`src/rtl/fp_addsub_pkg.sv`:
```
// Shared constants, field positions and types for the FP add/sub datapath (aligner and normaliser).
package fp_addsub_pkg;

    localparam int EXP_WIDTH  = 11;
    localparam int MANT_WIDTH = 52;
    localparam int DATA_WIDTH = 1 + EXP_WIDTH + MANT_WIDTH;

    // Aligned mantissa: sign, carry headroom, hidden bit, fraction.
    localparam int AL_WIDTH = MANT_WIDTH + 3;

    localparam int SIGN_POS = DATA_WIDTH - 1;
    localparam int EXP_MSB  = DATA_WIDTH - 2;
    localparam int EXP_LSB  = MANT_WIDTH;
    localparam int FRAC_MSB = MANT_WIDTH - 1;

    localparam logic [EXP_WIDTH-1:0] EXP_ALL_ONES = '1;
    localparam logic [EXP_WIDTH:0]   MAX_SHIFT    = (EXP_WIDTH + 1)'(MANT_WIDTH + 2);

    typedef enum logic [2:0] {
        ST_IDLE,
        ST_COMPARE,
        ST_SHIFT,
        ST_CONVERT,
        ST_HOLD
    } state_t;

    typedef struct packed {
        logic                  sign;
        logic [EXP_WIDTH-1:0]  exp;
        logic [MANT_WIDTH:0]   mant;
        logic                  special;
    } unpacked_t;

    function automatic logic [AL_WIDTH-1:0] apply_sign(input logic neg, input logic [AL_WIDTH-1:0] mag);
        return neg ? -mag : mag;
    endfunction

endpackage

```
`src/rtl/fp_addsub_unpack.sv`:
```
// Splits a packed IEEE-754 operand into sign, effective exponent, hidden+fraction mantissa and Inf/NaN flag.
module fp_addsub_unpack
    import fp_addsub_pkg::*;
(
    input  logic [DATA_WIDTH-1:0] raw,
    output unpacked_t             fields
);

    logic [EXP_WIDTH-1:0] exp_field;
    logic                 hidden;

    always_comb begin
        exp_field      = raw[EXP_MSB:EXP_LSB];
        hidden         = |exp_field;
        fields.sign    = raw[SIGN_POS];
        // Denormals share the exponent of the smallest normal, just without the hidden bit.
        fields.exp     = hidden ? exp_field : EXP_WIDTH'(1);
        fields.mant    = {hidden, raw[FRAC_MSB:0]};
        fields.special = (exp_field == EXP_ALL_ONES);
    end

endmodule

```
`src/rtl/fp_addsub_align.sv`:
```
// FP add/sub front end: unpack, exponent compare and right-shift alignment of the smaller operand.
// Define ALIGN_BARREL_SHIFT_EN to replace the 1-bit/cycle SHIFT loop with a single-cycle barrel shift.
module fp_addsub_align
    import fp_addsub_pkg::*;
(
    input  logic                  in_clk,
    input  logic                  in_rst,
    input  logic                  in_valid,
    output logic                  out_ready,
    input  logic [DATA_WIDTH-1:0] in_A,
    input  logic [DATA_WIDTH-1:0] in_B,
    input  logic                  in_op,
    output logic                  out_valid,
    input  logic                  in_ready,
    output logic [EXP_WIDTH-1:0]  out_Exp,
    output logic [AL_WIDTH-1:0]   out_MantA,
    output logic [AL_WIDTH-1:0]   out_MantB,
    output logic                  out_flag_special
);

    state_t                state, state_nxt;
    logic [DATA_WIDTH-1:0] a_q, b_q;
    logic                  op_q;
    unpacked_t             ua, ub;
    logic                  accept, b_is_target, any_special, too_far;
    logic [EXP_WIDTH:0]    diff;
    logic [EXP_WIDTH-1:0]  exp_max, exp_q;
    logic [AL_WIDTH-1:0]   tgt_mag, tgt_aligned, mag_a, mag_b;
    logic                  special_q;
`ifndef ALIGN_BARREL_SHIFT_EN
    logic [EXP_WIDTH:0]    shift_cnt;
    logic                  tgt_is_b_q;
    localparam logic [EXP_WIDTH:0] CNT_LAST = (EXP_WIDTH + 1)'(1);
`endif

    fp_addsub_unpack u_unpack_a (.raw(a_q), .fields(ua));
    fp_addsub_unpack u_unpack_b (.raw(b_q), .fields(ub));

    always_comb begin
        b_is_target = (ua.exp >= ub.exp);
        exp_max     = b_is_target ? ua.exp : ub.exp;
        diff        = b_is_target ? ({1'b0, ua.exp} - {1'b0, ub.exp})
                                  : ({1'b0, ub.exp} - {1'b0, ua.exp});
        any_special = ua.special | ub.special;
        too_far     = (diff > MAX_SHIFT);
        tgt_mag     = b_is_target ? {2'b00, ub.mant} : {2'b00, ua.mant};
`ifdef ALIGN_BARREL_SHIFT_EN
        tgt_aligned = too_far ? '0 : (tgt_mag >> diff);
`else
        tgt_aligned = too_far ? '0 : tgt_mag;
`endif
    end

    // NOTE: sequential state uses non-blocking assignments so every register samples pre-edge values.
    always_ff @(posedge in_clk) begin
        if (in_rst) state <= ST_IDLE;
        else        state <= state_nxt;
    end

    always_comb begin
        // NOTE: default first so no path through the case leaves state_nxt unassigned (no latch).
        state_nxt = state;
        case (state)
            ST_IDLE:    if (accept) state_nxt = ST_COMPARE;
`ifdef ALIGN_BARREL_SHIFT_EN
            ST_COMPARE: state_nxt = ST_CONVERT;
`else
            ST_COMPARE: state_nxt = (any_special || too_far || diff == '0) ? ST_CONVERT : ST_SHIFT;
            ST_SHIFT:   if (shift_cnt == CNT_LAST) state_nxt = ST_CONVERT;
`endif
            ST_CONVERT: state_nxt = ST_HOLD;
            ST_HOLD:    if (in_ready) state_nxt = ST_IDLE;
            default:    state_nxt = ST_IDLE;
        endcase
    end

    always_comb begin
        out_ready = (state == ST_IDLE) && !in_rst;
        out_valid = (state == ST_HOLD);
        accept    = in_valid && out_ready;
    end

    always_ff @(posedge in_clk) begin
        if (in_rst) begin
            a_q              <= '0;
            b_q              <= '0;
            op_q             <= 1'b0;
            exp_q            <= '0;
            mag_a            <= '0;
            mag_b            <= '0;
            special_q        <= 1'b0;
            out_Exp          <= '0;
            out_MantA        <= '0;
            out_MantB        <= '0;
            out_flag_special <= 1'b0;
`ifndef ALIGN_BARREL_SHIFT_EN
            shift_cnt        <= '0;
            tgt_is_b_q       <= 1'b0;
`endif
        end else begin
            case (state)
                ST_IDLE: if (accept) begin
                    a_q  <= in_A;
                    b_q  <= in_B;
                    op_q <= in_op;
                end
                ST_COMPARE: begin
                    exp_q     <= exp_max;
                    special_q <= any_special;
`ifndef ALIGN_BARREL_SHIFT_EN
                    shift_cnt  <= diff;
                    tgt_is_b_q <= b_is_target;
`endif
                    if (any_special) begin
                        mag_a <= '0;
                        mag_b <= '0;
                    end else if (b_is_target) begin
                        mag_a <= {2'b00, ua.mant};
                        mag_b <= tgt_aligned;
                    end else begin
                        mag_a <= tgt_aligned;
                        mag_b <= {2'b00, ub.mant};
                    end
                end
`ifndef ALIGN_BARREL_SHIFT_EN
                ST_SHIFT: begin
                    // Truncating shift: bits falling off the LSB are dropped, no sticky.
                    shift_cnt <= shift_cnt - CNT_LAST;
                    if (tgt_is_b_q) mag_b <= mag_b >> 1;
                    else            mag_a <= mag_a >> 1;
                end
`endif
                ST_CONVERT: begin
                    out_Exp          <= exp_q;
                    out_MantA        <= apply_sign(ua.sign, mag_a);
                    out_MantB        <= apply_sign(ub.sign ^ op_q, mag_b);
                    out_flag_special <= special_q;
                end
                default: ;
            endcase
        end
    end

endmodule

```
`config.mk`:
```
export PLATFORM = sky130hd
export DESIGN_NAME = fp_addsub_align
export DESIGN_NICKNAME = d
export VERILOG_FILES = /design/src/rtl/fp_addsub_pkg.sv /design/src/rtl/fp_addsub_unpack.sv /design/src/rtl/fp_addsub_align.sv
export SDC_FILE = /design/constraint.sdc
export NUM_CORES = 1
export LEC_CHECK = 0
export ABC_AREA = 0
export ABC_CLOCK_PERIOD_IN_PS = 9710
export CAP_MARGIN = 20
export CELL_PAD_IN_SITES_DETAIL_PLACEMENT = 0
export CELL_PAD_IN_SITES_GLOBAL_PLACEMENT = 1
export CORE_MARGIN = 3
export CORE_UTILIZATION = 35
export DETAILED_ROUTE_END_ITERATION = 12
export PLACE_DENSITY = 0.82
export SETUP_SLACK_MARGIN = 0.2
export SLEW_MARGIN = 20
export SYNTH_ARGS = -nofsm -noshare
export SYNTH_HDL_FRONTEND = slang
export SYNTH_SLANG_ARGS = --single-unit
```
`constraint.sdc`:
```
create_clock -name in_clk -period 9.71 [get_ports in_clk]
set_clock_uncertainty 0.05 [all_clocks]
set_input_delay 1.942 -clock in_clk [delete_from_list [all_inputs] [get_ports in_clk]]
set_output_delay 1.942 -clock in_clk [all_outputs]
set_load 0.02 [all_outputs]
```
Word level (Yosys, flattened, before mapping)
Cells that the tools add are included.
- register bits: 389
- output and inout bits: 124
- word-level logic and storage cells: 71
- input port bits: 133
- bitwise operators: 2
- muxes and demuxes: 22
- $add $sub $neg: 5
- equality and inequality tests: 12
- reduce and logical (&&, ||, !) cells: 14
- $lt $le $gt $ge: 2
- operator list (cell ; count):
    53-bit two-way mux ; 6
    55-bit two-way mux ; 4
    55-bit case mux with 2 select lines ; 2
    55-bit negator ; 2
    11-bit two-way mux ; 3
    12-bit case mux with 2 select lines ; 1
    11-bit by 11-bit subtractor with 12-bit output ; 2
    11-bit equality test, second input constant ; 2
    11-bit OR reduction ; 2
    3-bit case mux with 5 select lines ; 1
    12-bit by 1-bit equality test with 1-bit output, second input constant ; 1
    12-bit by 6-bit > comparator with 1-bit output, second input constant ; 1
    12-bit logical NOT ; 1
    12-bit two-way mux ; 1
    12-bit by 1-bit subtractor with 12-bit output, second input constant ; 1
    11-bit greater-or-equal comparator ; 1
    3-bit two-way mux ; 3
    2-bit != test, second input constant ; 4
    3-bit by 2-bit equality test with 1-bit output, second input constant ; 2
    2-bit AND reduction ; 3
    3-bit by 1-bit equality test with 1-bit output, second input constant ; 1
    3-bit equality test, second input constant ; 1
    3-bit logical NOT ; 1
    3-bit AND reduction ; 1
    other kinds (8) ; 10

Depth between registers and ports, before layout
- depth in word-level cells: 9
- gate-level depth with buffers: 19
- depth with buffers taken out: 15

Cells and area by module
A second synthesis with hierarchy kept.
- cells, all modules: 2504
- area total of the unflattened synthesis: 19668.9 sq um
- modules (own cells, without submodules) (module ; times used ; cells each ; area each (sq um) ; seq. area each (sq um)):
    fp_addsub_align ; 1 ; 2358 ; 18650.4 ; 7707.4
    fp_addsub_unpack ; 2 ; 73 ; 509.2 ; 0.0

Least setup slack after synthesis
Ideal clock, no wire load.
- path type: input to output
- from: in in_rst
- to: out out_ready
- required time: 7.718 ns
- slack: 4.858 ns
- stages on the path: 2
- path buffers: 1
- data arrival time: 2.860 ns
- path through: clkbuf_1 -> nor4_1
- word-level cells in the longest chain between the ends: 2
- RTL lines (what ; line ; RTL):
    start: declaration ; fp_addsub_align.sv:7 ; input logic in_rst,
    1-bit logical NOT ; fp_addsub_align.sv:78 ; out_ready = (state == ST_IDLE) && !in_rst;
    1-bit logical AND ; fp_addsub_align.sv:78 ;
    end: declaration ; fp_addsub_align.sv:9 ; output logic out_ready,
No other way between the ends.

Worst setup path after layout
- from: reg a_q[53]
- to: reg state[0]
- word-level cells in the longest chain between the ends: 9
- elaborated cells on any way between the ends: 14
- those cells by class: add/sub: 2; order compare: 2; eq/ne: 1; mux: 4; bitwise: 1; reduce/logical: 4
- RTL lines (what ; line ; RTL):
    start: declaration ; fp_addsub_align.sv:22 ; logic [DATA_WIDTH-1:0] a_q, b_q;
    start signal: assignment ; fp_addsub_align.sv:103 ; a_q <= in_A;
    11-bit OR reduction ; fp_addsub_unpack.sv:14 ; hidden = |exp_field;
    11-bit two-way mux ; fp_addsub_unpack.sv:17 ; fields.exp = hidden ? exp_field : EXP_WIDTH'(1);
    11-bit by 11-bit subtractor with 12-bit output, or another cell as far along ; fp_addsub_align.sv:43 ; : ({1'b0, ub.exp} - {1'b0, ua.exp});
    12-bit two-way mux ; fp_addsub_align.sv:42 ; diff = b_is_target ? ({1'b0, ua.exp} - {1'b0, ub.exp})
    12-bit by 6-bit > comparator with 1-bit output ; fp_addsub_align.sv:45 ; too_far = (diff > MAX_SHIFT);
    1-bit logical OR ; fp_addsub_align.sv:68 ; ST_COMPARE: state_nxt = (any_special || too_far || diff == '0) ? ST_CONVERT : ST_SHIFT;
    1-bit logical OR * ; fp_addsub_align.sv:68 ;
    1-bit two-way mux * ; fp_addsub_align.sv:68 ;
    3-bit case mux with 5 select lines * ; fp_addsub_align.sv:63 ; case (state)
    end signal: assignment ; fp_addsub_align.sv:57 ; else state <= state_nxt;
    end: declaration ; fp_addsub_align.sv:21 ; state_t state, state_nxt;
Mark *: on every way between the ends. The rest lies on a longest branch, timed or not.
A chain may end at the register's enable or synchronous reset.

==> flow_summary.toml <==
[worst_hold_path]
hp-class = "flop to flop"

[setup_path]
reg2regPathDepth = 17
critPathMaxFanout = 78
reg2reg_to = "state[0]$_SDFFE_PP0P_"
worstSetupStartpoint = "a_q[53]$_SDFFE_PP0P_"
crit_chain = "nor4_1 > nand3_1 > nand2b_1 > inv_1 > ha_1 > fa_1 > nor2b_1 > a21bo_2 > o21bai_1 > nand2_2 > buf_4 > o21ai_0 > a41o_1 > a311oi_1 > nand2_4 > buf_4 > o311a_1"
critPathRequiredTime_ns = 10.09
arrival_ns = 6.23
worst-setup-path-type = "flop to flop"
slowest_stage = "buf_4"
max_stage_delay_ns = 0.62
crit_end = "state[0]$_SDFFE_PP0P_"
rrSetupSlack_ns = 3.86
cp-start-kind = "flop"
endpoint_kind = "flop"
crit_path_frequent_cell = "buf_4"
timing.rr.start = "a_q[53]$_SDFFE_PP0P_"

[synthesis]
yosys.area_share.simple = 0.283
synth_edf_count = 0
syn_nets = 2814
synth_top_area_cell = "dfxtp_1"
synth_xor_area_frac = 0.0464
synth_compound_area_frac = 0.213
syn_inst = 2653
synth.most_common_cell = "dfxtp_1"
synth.top_cell.area_share = 0.385
ys_async_sr_fraction = 0
muxShareOfSynthArea = 0.00206
ys_seq_area_frac = 0.385
synth_top_family_by_area = "simple AND/OR/NAND/NOR gates"
synthAdderAreaFrac = 0.0183
ys.flop_type = "dfxtp_1"
avgSynthCellArea_um2 = 7.55
synth_commonest_cells = "385 x dfxtp_1, 376 x nor2_1, 359 x nand2_1"
synth_area_leaders = "dfxtp_1 39%, nor2_1 7.1%, nand2_1 6.7%"
ys_types = 67
ys_ff_latch = 385
yosysWarnings = 0
synth_area_um2 = 20000

[power]
seq_power_share = 0.307
p_leak_nw = 8.62
pwr-share-comb = 0.489
intPower_mw = 4.39
power_density_nw_per_um2 = 337
p_clk_frac = 0.204
irDropWorstVdd_mv = 0.243
p_switching_mw = 3.79
swShare = 0.464
total_power_mw = 8.18

[placed_design]
dpl.cell_count = 3441
gp_congestion = 0.842
dp_worst_setup_slack_ns = 3.85
post-dp-hpwl_um = 41100
portBuffers = 256
placed_cell_area_um2 = 22900

[floorplanning]
core_um2 = 56500
initial_core_util = 0.354
die_h_um = 245
pin_count = 257
fp.dieArea_um2 = 60100
die_w_um = 245
fp-row-count = 87

[clocking]
clk_pin_slew_ns = 0.06
cts_tree = "done"
postCtsSetupBuffers = 0
cts_buffers = 45
clock-root-buffer = "clkbuf_16"
insertion_delay_ns = 0.56
cts-resized-gates = 0
clockBufferDepth = 3
h-tree-depth = 2
cts_hold_buf = 0
cts.sinks = 385

[drt]
route.detailed.drc = 0
first_iter_violations = 1536
ant_nets = 0
viasPerCell = 5.60
first_pass_iters = 7
wl_per_cell_um = 18.3
drt_wl_total_um = 64500
vias = 19700

[cells_and_area]
nNetsFinal = 2893
drive_gt1_frac = 0.0445
fin_cells = 3519
fillers = 5630
syn_to_final_growth_pct = 21.4
final_cell_area_um2 = 24300
utilization = 0.430

[sta]
finalMaxSlewViolations = 0
fin_crit_sh = 0.603
hold_viol_final = 0
slew_headroom = 0.234
rsz0062_at_grt = "no"
tightest_slew_ns = 1.15
setup_viol = 0
postLayoutSetupSlackWorst_ns = 3.86
tns_ns = 0
fmax_mhz = 171
period_needed_ns = 5.85
whs_ns = 0.406

[global_route]
grt.total_usage = 0.206
globalRouteOverflowTotal = 0
grt_pass1_wl_um = 102000
antenna_found_initial = 2
grt_start_max_net_pins = 228
grt_pass1_vias = 19000

[run_status]
status = "finished, final reports clean"

[run]
drv_cap = 0
-- logic make-up (layout without fill, tap and decap cells) --
| group | after synthesis | after routing |
|---|---|---|
| compound gates | 643 | 643 |
| mux | 4 | 4 |
| flops | 385 | 385 |
| buf+inv | 274 | 383 |
| fa+ha+maj | 28 | 28 |
| simple gates | 1213 | 1213 |
| other cells | 0 | 1 |
| xor+xnor | 106 | 106 |
-- layer usage --
layer	track usage	vias up	routed length, µm
li1	-	9611	-
met1	0.279	9400	29700
met2	0.339	607	29400
met3	0.0380	83	4290
met4	0.0549	2	1130
met5	0	-	13
-- worst min-delay path by stage --
stage / start / to / slack, ns / depth (start not counted)
after floorplan: exp_q[0]$_SDFFE_PP0P_ / out_Exp[0]$_SDFFE_PP0P_ / 0.38 / 2
after global placement: out_MantA[51]$_SDFFE_PP0P_ / out_MantA[51]$_SDFFE_PP0P_ / 0.39 / 2
after detailed placement: out_MantA[51]$_SDFFE_PP0P_ / out_MantA[51]$_SDFFE_PP0P_ / 0.39 / 2
after CTS: out_MantA[53]$_SDFFE_PP0P_ / out_MantA[53]$_SDFFE_PP0P_ / 0.41 / 2
after global routing: out_MantA[49]$_SDFFE_PP0P_ / out_MantA[49]$_SDFFE_PP0P_ / 0.42 / 2
final: out_MantA[50]$_SDFFE_PP0P_ / out_MantA[50]$_SDFFE_PP0P_ / 0.41 / 2
-- flip-flops by register name (all words and copies together), names as in the netlist --
signal,flops
a_q,64
b_q,64
exp_q,11
mag_a,53
mag_b,53
op_q,1
out_Exp,11
out_MantA,55
out_MantB,55
out_flag_special,1
shift_cnt,12
special_q,1
state,3
tgt_is_b_q,1
-- layout make-up --
type | count | area, µm² | area share
well taps | 756 | 946 | 0.0389
clock buffers | 64 | 1310 | 0.0538
diodes | 1 | 2.50 | 0.000103
clock inverters | 13 | 120 | 0.00494
inverters | 32 | 120 | 0.00494
multi-input cells | 1994 | 11400 | 0.468
repair buffers | 274 | 2730 | 0.112
flip-flops and latches | 385 | 7710 | 0.317
-- power by group through the flow --
| stage | registers [mW] | clock network [mW] | logic (mW) |
|---|---|---|---|
| 2_1_floorplan | 2.40 | 0 | 2.94 |
| 3_3_place_gp | 2.52 | 0 | 3.87 |
| 3_5_place_dp | 2.54 | 0 | 3.96 |
| 4_1_cts | 2.51 | 1.71 | 3.99 |
| 5_1_grt | 2.58 | 1.77 | 4.46 |
| 6_report | 2.51 | 1.67 | 4.00 |
-- critical path, delay by kind of cell, from the launching register on --
family / cells / cell delay [ns]
flops: 1 / 0.38
compound gates: 6 / 1.87
fa+ha+maj: 2 / 0.59
simple gates: 6 / 1.62
buf+inv: 3 / 1.20
-- cell usage in the layout, fill, tap and decap left out, types with 32 or more instances in the layout --
cell type / n
a41oi_1: 105
clkdlybuf4s50_1: 255
nor2_1: 373
nand2_1: 355
dfxtp_1: 384
nor3_1: 134
o31ai_1: 46
clkbuf_16: 45
nand3_1: 115
inv_1: 32
nand3b_1: 112
xor2_1: 72
o21ai_0: 141
a21oi_1: 171
a211oi_1: 92
xnor2_1: 33
Power figures use the tool's default switching activity.
